===== src/rtl/decoder_seq_if.sv =====
// rtl/decoder_seq_if.sv - decode/sweep request and response bundle for decoder_seq
//
// Purpose: carries the decode select, the enable, the sweep request and the
//          decoder results between a requester (master) and decoder_seq (slave).
// Signals:
//    A      W bits  decode select                  (master -> slave)
//    En     1 bit   active-high decode enable       (master -> slave)
//    start  1 bit   single-cycle sweep request      (master -> slave)
//    Y      N bits  one-hot decode output, or zero  (slave -> master)
//    busy   1 bit   sweep in progress               (slave -> master)
//    done   1 bit   end-of-sweep pulse              (slave -> master)
interface decoder_seq_if #(
   parameter int W = 4
);
   localparam int N = 2**W;

   logic [W-1:0] A;
   logic         En;
   logic         start;
   logic [N-1:0] Y;
   logic         busy;
   logic         done;

   modport master (output A, En, start, input Y, busy, done);
   modport slave  (input A, En, start, output Y, busy, done);
endinterface


===== src/rtl/decoder_seq.sv =====
// rtl/decoder_seq.sv - W-to-2**W one-hot decoder with a self-timed output sweep
//
// Purpose: in IDLE, decodes A gated by En onto Y (registered when REG_OUT=1,
//          combinational when REG_OUT=0). A start request runs a sweep in
//          which Y walks one-hot from bit 0 to bit N-1, one bit per cycle,
//          followed by a one-cycle done pulse with Y cleared.
// Ports:
//    clk   input   rising-edge clock
//    rst   input   synchronous active-high reset
//    bus   slave   decoder_seq_if: A, En, start in; Y, busy, done out
module decoder_seq #(
   parameter int W       = 4,
   parameter bit REG_OUT = 1'b1
) (
   input  logic          clk,
   input  logic          rst,
   decoder_seq_if.slave  bus
);
   localparam int N = 2**W;

   typedef enum logic {IDLE, SWEEP} state_t;

   state_t       r_state, w_state_nxt;
   logic [W-1:0] r_cnt, w_cnt_nxt;
   logic [N-1:0] r_y, w_y_nxt;
   logic         r_done, w_done_nxt;
   logic [N-1:0] w_dec;

   // one-hot decode of A; all-zero when disabled, so Y can never carry two bits
   assign w_dec = bus.En ? ({{(N-1){1'b0}}, 1'b1} << bus.A) : '0;

   always_ff @(posedge clk) begin
      if (rst) begin
         r_state <= IDLE;
         r_cnt   <= '0;
         r_y     <= '0;
         r_done  <= 1'b0;
      end else begin
         r_state <= w_state_nxt;
         r_cnt   <= w_cnt_nxt;
         r_y     <= w_y_nxt;
         r_done  <= w_done_nxt;
      end
   end

   always_comb begin
      w_state_nxt = r_state;
      w_cnt_nxt   = r_cnt;
      w_y_nxt     = r_y;
      w_done_nxt  = 1'b0;
      case (r_state)
         IDLE: begin
            if (bus.start) begin
               // start beats a simultaneous decode: the sweep opens on bit 0
               w_state_nxt = SWEEP;
               w_cnt_nxt   = '0;
               w_y_nxt     = {{(N-1){1'b0}}, 1'b1};
            end else begin
               w_y_nxt = w_dec;
            end
         end
         SWEEP: begin
            // A, En and start are all ignored here; the sweep runs to the end
            if (r_cnt == W'(N-1)) begin
               w_state_nxt = IDLE;
               w_cnt_nxt   = '0;
               w_y_nxt     = '0;
               w_done_nxt  = 1'b1;
            end else begin
               w_cnt_nxt = r_cnt + W'(1);
               w_y_nxt   = r_y << 1;
            end
         end
         default: begin
            w_state_nxt = IDLE;
            w_cnt_nxt   = '0;
            w_y_nxt     = '0;
         end
      endcase
   end

   assign bus.busy = (r_state == SWEEP);
   assign bus.done = r_done;

   // The combinational variant still shows the register during a sweep and
   // blanks Y on the done cycle; under reset it follows A/En directly.
   always_comb begin
      if (REG_OUT) begin
         bus.Y = r_y;
      end else if (rst) begin
         bus.Y = w_dec;
      end else if (r_state == SWEEP) begin
         bus.Y = r_y;
      end else if (r_done) begin
         bus.Y = '0;
      end else begin
         bus.Y = w_dec;
      end
   end
endmodule


===== src/flat_wrapper.sv =====
// flat-port wrapper written by rule: the top's interface ports become plain ports
module decoder_seq_flat 
#(
   parameter int W       = 4,
   parameter bit REG_OUT = 1'b1
)
  (clk, rst, bus_A, bus_En, bus_start, bus_Y, bus_busy, bus_done);
  decoder_seq_if #(.W(W)) bus_i ();
  input  logic clk;
  input  logic rst;
  input wire logic [$bits(bus_i.A)-1:0] bus_A;
  input wire logic [$bits(bus_i.En)-1:0] bus_En;
  input wire logic [$bits(bus_i.start)-1:0] bus_start;
  output wire logic [$bits(bus_i.Y)-1:0] bus_Y;
  output wire logic [$bits(bus_i.busy)-1:0] bus_busy;
  output wire logic [$bits(bus_i.done)-1:0] bus_done;
  assign bus_i.A = bus_A;
  assign bus_i.En = bus_En;
  assign bus_i.start = bus_start;
  assign bus_Y = bus_i.Y;
  assign bus_busy = bus_i.busy;
  assign bus_done = bus_i.done;
  decoder_seq #(.W(W), .REG_OUT(REG_OUT)) u_core (.clk(clk), .rst(rst), .bus(bus_i));
endmodule

===== config.mk =====
export PLATFORM = sky130hd
export DESIGN_NAME = decoder_seq_flat
export DESIGN_NICKNAME = d
export VERILOG_FILES = /design/src/rtl/decoder_seq_if.sv /design/src/rtl/decoder_seq.sv /design/src/flat_wrapper.sv
export SDC_FILE = /design/constraint.sdc
export NUM_CORES = 1
export LEC_CHECK = 0
export CORE_ASPECT_RATIO = 1.25
export CORE_MARGIN = 2
export CORE_UTILIZATION = 45
export CTS_CLUSTER_DIAMETER = 80
export DETAILED_ROUTE_END_ITERATION = 6
export GPL_TIMING_DRIVEN = 1
export PLACE_DENSITY_LB_ADDON = 0.3
export SETUP_SLACK_MARGIN = 0.3
export SLEW_MARGIN = 10
export SYNTH_ARGS = -nofsm -noshare
export SYNTH_HDL_FRONTEND = slang
export SYNTH_SLANG_ARGS = --single-unit

===== constraint.sdc =====
create_clock -name clk -period 1.5 [get_ports clk]
set_input_delay 0.3 -clock clk [delete_from_list [all_inputs] [get_ports clk]]
set_output_delay 0.3 -clock clk [all_outputs]
set_load 0.005 [all_outputs]

==> impl_metrics.env, run 1 <==
export IMPL_synth_cell_area_um2=908
export IMPL_path_cells="clkdlybuf4s15_1"
export IMPL_yosys_warnings=0
export IMPL_async_reset_ff_share_pct=0
export IMPL_synth_top_area_share_pct=48.5
export IMPL_slowest_stage="dfxtp_2"
export IMPL_vias=884
export IMPL_fmax_mhz=837
export IMPL_crit_family="flip-flops"
export IMPL_hpwl_um=1590
export IMPL_cpPeakStageDelay_ps=360
export IMPL_fp_row_count=18
export IMPL_die_area_um2=2400
export IMPL_die_y_um=54.2
export IMPL_max_cap_violations=0
export IMPL_synthCells=80
export IMPL_cp_depth=1
export IMPL_ys_top_cells_by_area="dfxtp_1 (48%), a22o_1 (6.7%), a32o_2 (6.2%)"
export IMPL_p_per_area_nw_per_um2=858
export IMPL_start_util_pct=46.9
export IMPL_r2r_end="u_core.r_cnt[3]"
export IMPL_die_w_um=44.2
export IMPL_fin_setup_tns_ps=0
export IMPL_drive_gt1_share_pct=59.7
export IMPL_hold_start="rst"
export IMPL_routedWlPerCell_um=17.3
export IMPL_cellLeakagePower_nw=0.675
export IMPL_viasPerCell=5.93
export IMPL_path_class="reg2out"
export IMPL_slew_viol_final=0
export IMPL_drt_total_wl_um=2580
export IMPL_drc=0
export IMPL_n_antenna_cell=0
export IMPL_overflow=0
export IMPL_area_growth_syn_to_layout_pct=55.1
export IMPL_status="complete, no violations"
export IMPL_gr_usage_met2_pct=40.2
export IMPL_avgSynthCellArea_um2=11.4
export IMPL_synth_common_cells="dfxtp_1 (22), a22o_1 (7), nor2_1 (7)"
export IMPL_slew_headroom_pct=70.3
export IMPL_r2r_cells=4
export IMPL_synth_edf_count=0
export IMPL_clock_sinks=22
export IMPL_critPathRequiredTime_ps=1200
export IMPL_reg2reg_from="u_core.r_cnt[0]"
export IMPL_synth_ff_type="dfxtp_1"
export IMPL_cts_hold_buf=0
export IMPL_gr_usage_met1_pct=27.7
export IMPL_synth_most_common_cell="dfxtp_1"
export IMPL_grt_busiest_layer="met2"
export IMPL_crit_buf_inv=1
export IMPL_hp_class="in2reg"
export IMPL_setup_viol=0
export IMPL_cp_arrival_ps=890
export IMPL_tritoncts="done"
export IMPL_hold_path_end="u_core.r_cnt[1]"
export IMPL_setup_slack_ps=306
export IMPL_fin_nets=139
export IMPL_rrSetupSlack_ps=310
export IMPL_grt_setup_unrepaired="yes"
export IMPL_grt_max_degree=16
export IMPL_clock_latency_ps=320
export IMPL_period_needed_ps=1190
export IMPL_grt_usage_pct=23.9
export IMPL_core_um2=1940
export IMPL_whs_path_depth=3
export IMPL_postRouteAntennaNets=0
export IMPL_grtUsageMet3_pct=4.29
export IMPL_dr_pass1_iters=4
export IMPL_startpoint_type="flip-flop"
export IMPL_routabilityCongestion=0.775
export IMPL_cts_root_buf="clkbuf_4"
export IMPL_cts_buffers=3
export IMPL_io_pins=26
export IMPL_grt_pass1_vias=829
export IMPL_post_route_period_util_pct=79.6
export IMPL_antenna_found_initial=0
export IMPL_final_area_um2=1410
export IMPL_synth_largest_area_cell="dfxtp_1"
export IMPL_preCtsSetupSlack_ps=-123
export IMPL_ys_ff_latch=22
export IMPL_grt_first_pass_wirelength_um=3990
export IMPL_synth_fp_nets=89
export IMPL_clockBufferDepth=2
export IMPL_synthDistinctLibCells=28
export IMPL_fin_skew_ps=9.87
export IMPL_hold_viol_final=0
export IMPL_dpl_instance_area_um2=1250
export IMPL_port_buffers=25
export IMPL_peakVddDrop_mv=0.711
export IMPL_endpoint_kind="output pin"
export IMPL_tightest_slew_ps=445
export IMPL_worst_setup_hold_path_clk_slew_ps=130
export IMPL_cp_max_fo=2
export IMPL_htree_levels=1
export IMPL_holdWs_ps=478
export IMPL_yosysSeqAreaShare_pct=48.5
export IMPL_drtIter0Drc=21
==> stage by stage <==
| stage | power (mW) | std cells | util (%) |
|---|---|---|---|
| finish | 1.21 | 149 | 72.7 |
| global route | 1.25 | 149 | 72.7 |
| CTS | 1.20 | 148 | 74.0 |
| detailed placement | 0.743 | 133 | 64.8 |
| global placement | 0.741 | 133 | 64.8 |
| floorplan | 0.675 | 80 | - |
==> how the worst max path moves through the flow <==
stage,end,slack (ps),from
5_1_grt,bus_Y[2],260,u_core.bus.Y[2]
6_report,bus_Y[2],310,u_core.bus.Y[2]
2_1_floorplan,u_core.bus.Y[14],330,u_core.r_cnt[1]
4_1_cts,bus_Y[2],280,u_core.bus.Y[2]
3_3_place_gp,u_core.bus.Y[2],-100,rst
3_5_place_dp,u_core.bus.Y[2],-120,bus_A[1]
==> kinds of logic after synthesis <==
kind of cell	after synthesis	share of synthesized area (%)
buffers and inverters	7	5.37
muxes	1	1.24
and+or+nand+nor	29	24.8
AOI/OAI and AO/OA	20	18.7
adders and majority gates	1	1.38
DFF	22	48.5
==> sequential cells by signal (all words and copies together) (netlist names) <==
| signal | cells |
|---|---|
| u_core.bus.busy | 1 |
| u_core.bus.done | 1 |
| u_core.r_cnt | 4 |
| u_core.bus.Y | 16 |
==> cell type report <==
class / instances / area [um^2]
repair buffers: 47 / 358
inverters: 4 / 15.0
fillers: 142 / 528
well taps: 20 / 25.0
clock inverters: 1 / 30.0
clock buffers: 3 / 22.5
multi-input cells: 52 / 492
flip-flops and latches: 22 / 467
==> cell usage in the layout (no fill, tap or decap), types with 3 or more instances in the layout <==
cell,n
a21oi_1,4
a22o_1,7
a32o_2,5
buf_4,21
clkbuf_2,12
clkbuf_4,3
clkdlybuf4s15_1,6
dfxtp_1,3
dfxtp_2,18
dlygate4sd2_1,5
inv_1,4
nor2_1,6
nor3_1,3
nor4b_4,3
==> timing repair <==
action	in CTS	in global routing
endpoints found under the hold margin	0	0
endpoints found under the setup margin	37	29
buffers inserted	10	1
cloned	1	0
pin swaps	5	1
resized for setup	59	22
==> report_power, final <==
| part | switching, mW | internal [mW] |
|---|---|---|
| clock network | 0.192 | 0.270 |
| logic | 0.0767 | 0.0685 |
| registers | 0.00715 | 0.594 |
| total | 0.276 | 0.933 |
==> per-layer routing <==
| metal | part of all wire, % | wire length [um] |
|---|---|---|
| met1 | 38 | 981 |
| met2 | 52 | 1350 |
| met3 | 6.0 | 155 |
| met4 | 3.6 | 93 |
| met5 | 0 | 0 |
==> worst register-to-register path, stage by stage, from the launching register on <==
cell and delay, ps:
dfxtp_4 390, buf_4 120, nand3_1 100, and2_1 180, a221o_1 310
No activity file was read; power rests on OpenSTA's default activity.
==> run 2: changes to the inputs <==
==> constraint.sdc (replaced) <==
create_clock -name clk -period 1.12 [get_ports clk]
set_input_delay 0.224 -clock clk [delete_from_list [all_inputs] [get_ports clk]]
set_output_delay 0.224 -clock clk [all_outputs]
set_load 0.005 [all_outputs]
==> impl_metrics.env, run 2 (same netlist as run 1, synthesis figures left out) <==
export IMPL_status="finished, violations left"
export IMPL_violations="negative setup slack"
export IMPL_clockBufferDepth=2
export IMPL_path_cells="ha_4 -> nand3_4 -> nor2b_4 -> buf_6 -> a221o_1"
export IMPL_fin_skew_ps=5.10
export IMPL_r2r_end="u_core.r_cnt[3]"
export IMPL_period_needed_ps=1240
export IMPL_drc=0
export IMPL_mostFrequentLayoutCell="buf_4"
export IMPL_tightest_slew_ps=535
export IMPL_grt_pass1_vias=874
export IMPL_crit_buf_inv=1
export IMPL_fin_setup_tns_ps=-1190
export IMPL_setup_viol=17
export IMPL_antenna_found_initial=0
export IMPL_worst_setup_hold_path_clk_slew_ps=130
export IMPL_grt_first_pass_wirelength_um=4210
export IMPL_fin_nets=149
export IMPL_grt_setup_unrepaired="yes"
export IMPL_gr_usage_met1_pct=26.3
export IMPL_clock_latency_ps=330
export IMPL_slowest_stage="dfxtp_2"
export IMPL_grt_busiest_layer="met2"
export IMPL_hold_viol_final=0
export IMPL_die_y_um=54.2
export IMPL_p_per_area_nw_per_um2=1080
export IMPL_rrSetupSlack_ps=-120
export IMPL_cp_max_fo=2
export IMPL_hp_class="in2reg"
export IMPL_r2r_cells=5
export IMPL_drive_gt1_share_pct=72.7
export IMPL_endpoint_kind="flip-flop"
export IMPL_drtIter0Drc=32
export IMPL_fp_row_count=18
export IMPL_fmax_mhz=805
export IMPL_routedWlPerCell_um=19.1
export IMPL_crit_end="u_core.r_cnt[3]"
export IMPL_n_fill_cell=107
export IMPL_hpwl_um=1780
export IMPL_dr_pass1_iters=4
export IMPL_post_route_period_util_pct=111
export IMPL_die_w_um=44.2
export IMPL_setup_slack_ps=-123
export IMPL_tritoncts="done"
export IMPL_cts_hold_buf=0
export IMPL_cp_arrival_ps=1470
export IMPL_postRouteAntennaNets=0
export IMPL_die_area_um2=2400
export IMPL_drt_total_wl_um=3040
export IMPL_grt_max_degree=14
export IMPL_startpoint="u_core.r_cnt[1]"
export IMPL_startpoint_type="flip-flop"
export IMPL_n_antenna_cell=0
export IMPL_core_um2=1940
export IMPL_mostFrequentLayoutCells="buf_4 (26), dfxtp_2 (17), buf_6 (13)"
export IMPL_viasPerCell=5.69
export IMPL_holdWs_ps=152
export IMPL_crit_family="flip-flops"
export IMPL_critPathRequiredTime_ps=1350
export IMPL_max_cap_violations=0
export IMPL_slew_headroom_pct=64.3
export IMPL_port_buffers=25
export IMPL_grt_usage_pct=25.0
export IMPL_peakVddDrop_mv=1.10
export IMPL_cellLeakagePower_nw=0.753
export IMPL_routabilityCongestion=0.858
export IMPL_gr_usage_met2_pct=49.3
export IMPL_grtUsageMet3_pct=3.63
export IMPL_cts_root_buf="clkbuf_4"
export IMPL_io_pins=26
export IMPL_largest_reg_flops=16
export IMPL_multi_input_area_um2=532
export IMPL_path_class="reg2reg"
export IMPL_seqCellArea_um2=465
export IMPL_reg2reg_from="u_core.r_cnt[1]"
export IMPL_htree_levels=1
export IMPL_cts_buffers=3
export IMPL_area_growth_syn_to_layout_pct=74.2
export IMPL_overflow=0
export IMPL_start_util_pct=46.9
export IMPL_vias=904
export IMPL_slew_viol_final=0
export IMPL_cpPeakStageDelay_ps=380
export IMPL_cp_depth=5
export IMPL_preCtsSetupSlack_ps=-423
export IMPL_clock_sinks=22
==> run 2: layer usage <==
metal	part of all wire, %	up-vias
met2	56	26
met1	39	449
met4	1.8	0
met3	3.9	6
met5	0	-
li1	-	423
==> run 2: final cells by class <==
class,count,area share [%]
Clock inverter,1,1.90
Sequential cell,22,29.4
Clock buffer,3,1.42
Inverter,4,0.949
Tap cell,20,1.58
Timing Repair Buffer,58,31.1
Multi-Input combinational cell,51,33.6
==> run 2: power breakdown <==
| group | switching [mW] | internal [mW] | total [mW] |
|---|---|---|---|
| Combinational | 0.131 | 0.140 | 0.271 |
| Clock | 0.270 | 0.362 | 0.632 |
| Sequential | 0.0111 | 0.796 | 0.807 |
| Total | 0.412 | 1.30 | 1.71 |
==> run 2: through the flow <==
stage	instances	area, um^2	total power [mW]	utilization, %
global route	159	1580	1.75	81.7
floorplan	80	945	0.905	-
finish	159	1580	1.71	81.7
CTS	154	1470	1.66	75.8
global placement	140	1320	1.01	68.2
detailed placement	140	1320	1.01	68.2
==> run 2: what timing repair did <==
action | 4_1_cts | 5_1_grt
cloned | 0 | 0
gates resized for setup | 112 | 16
pin swaps | 7 | 10
endpoints found under the setup margin | 40 | 40
buffers inserted | 10 | 5
==> run 2: worst min path at each step <==
stage                     from          endpoint  slack (ps)  depth (start not counted)
2_1_floorplan         bus_A[2]   u_core.bus.Y[5]         370                          2
3_3_place_gp   u_core.bus.Y[9]  u_core.bus.Y[10]         460                          1
3_5_place_dp   u_core.bus.Y[5]   u_core.bus.Y[6]         460                          1
4_1_cts               bus_A[2]   u_core.bus.Y[5]         380                          3
5_1_grt                    rst   u_core.r_cnt[2]         180                          2
6_report                   rst   u_core.r_cnt[2]         150                          2
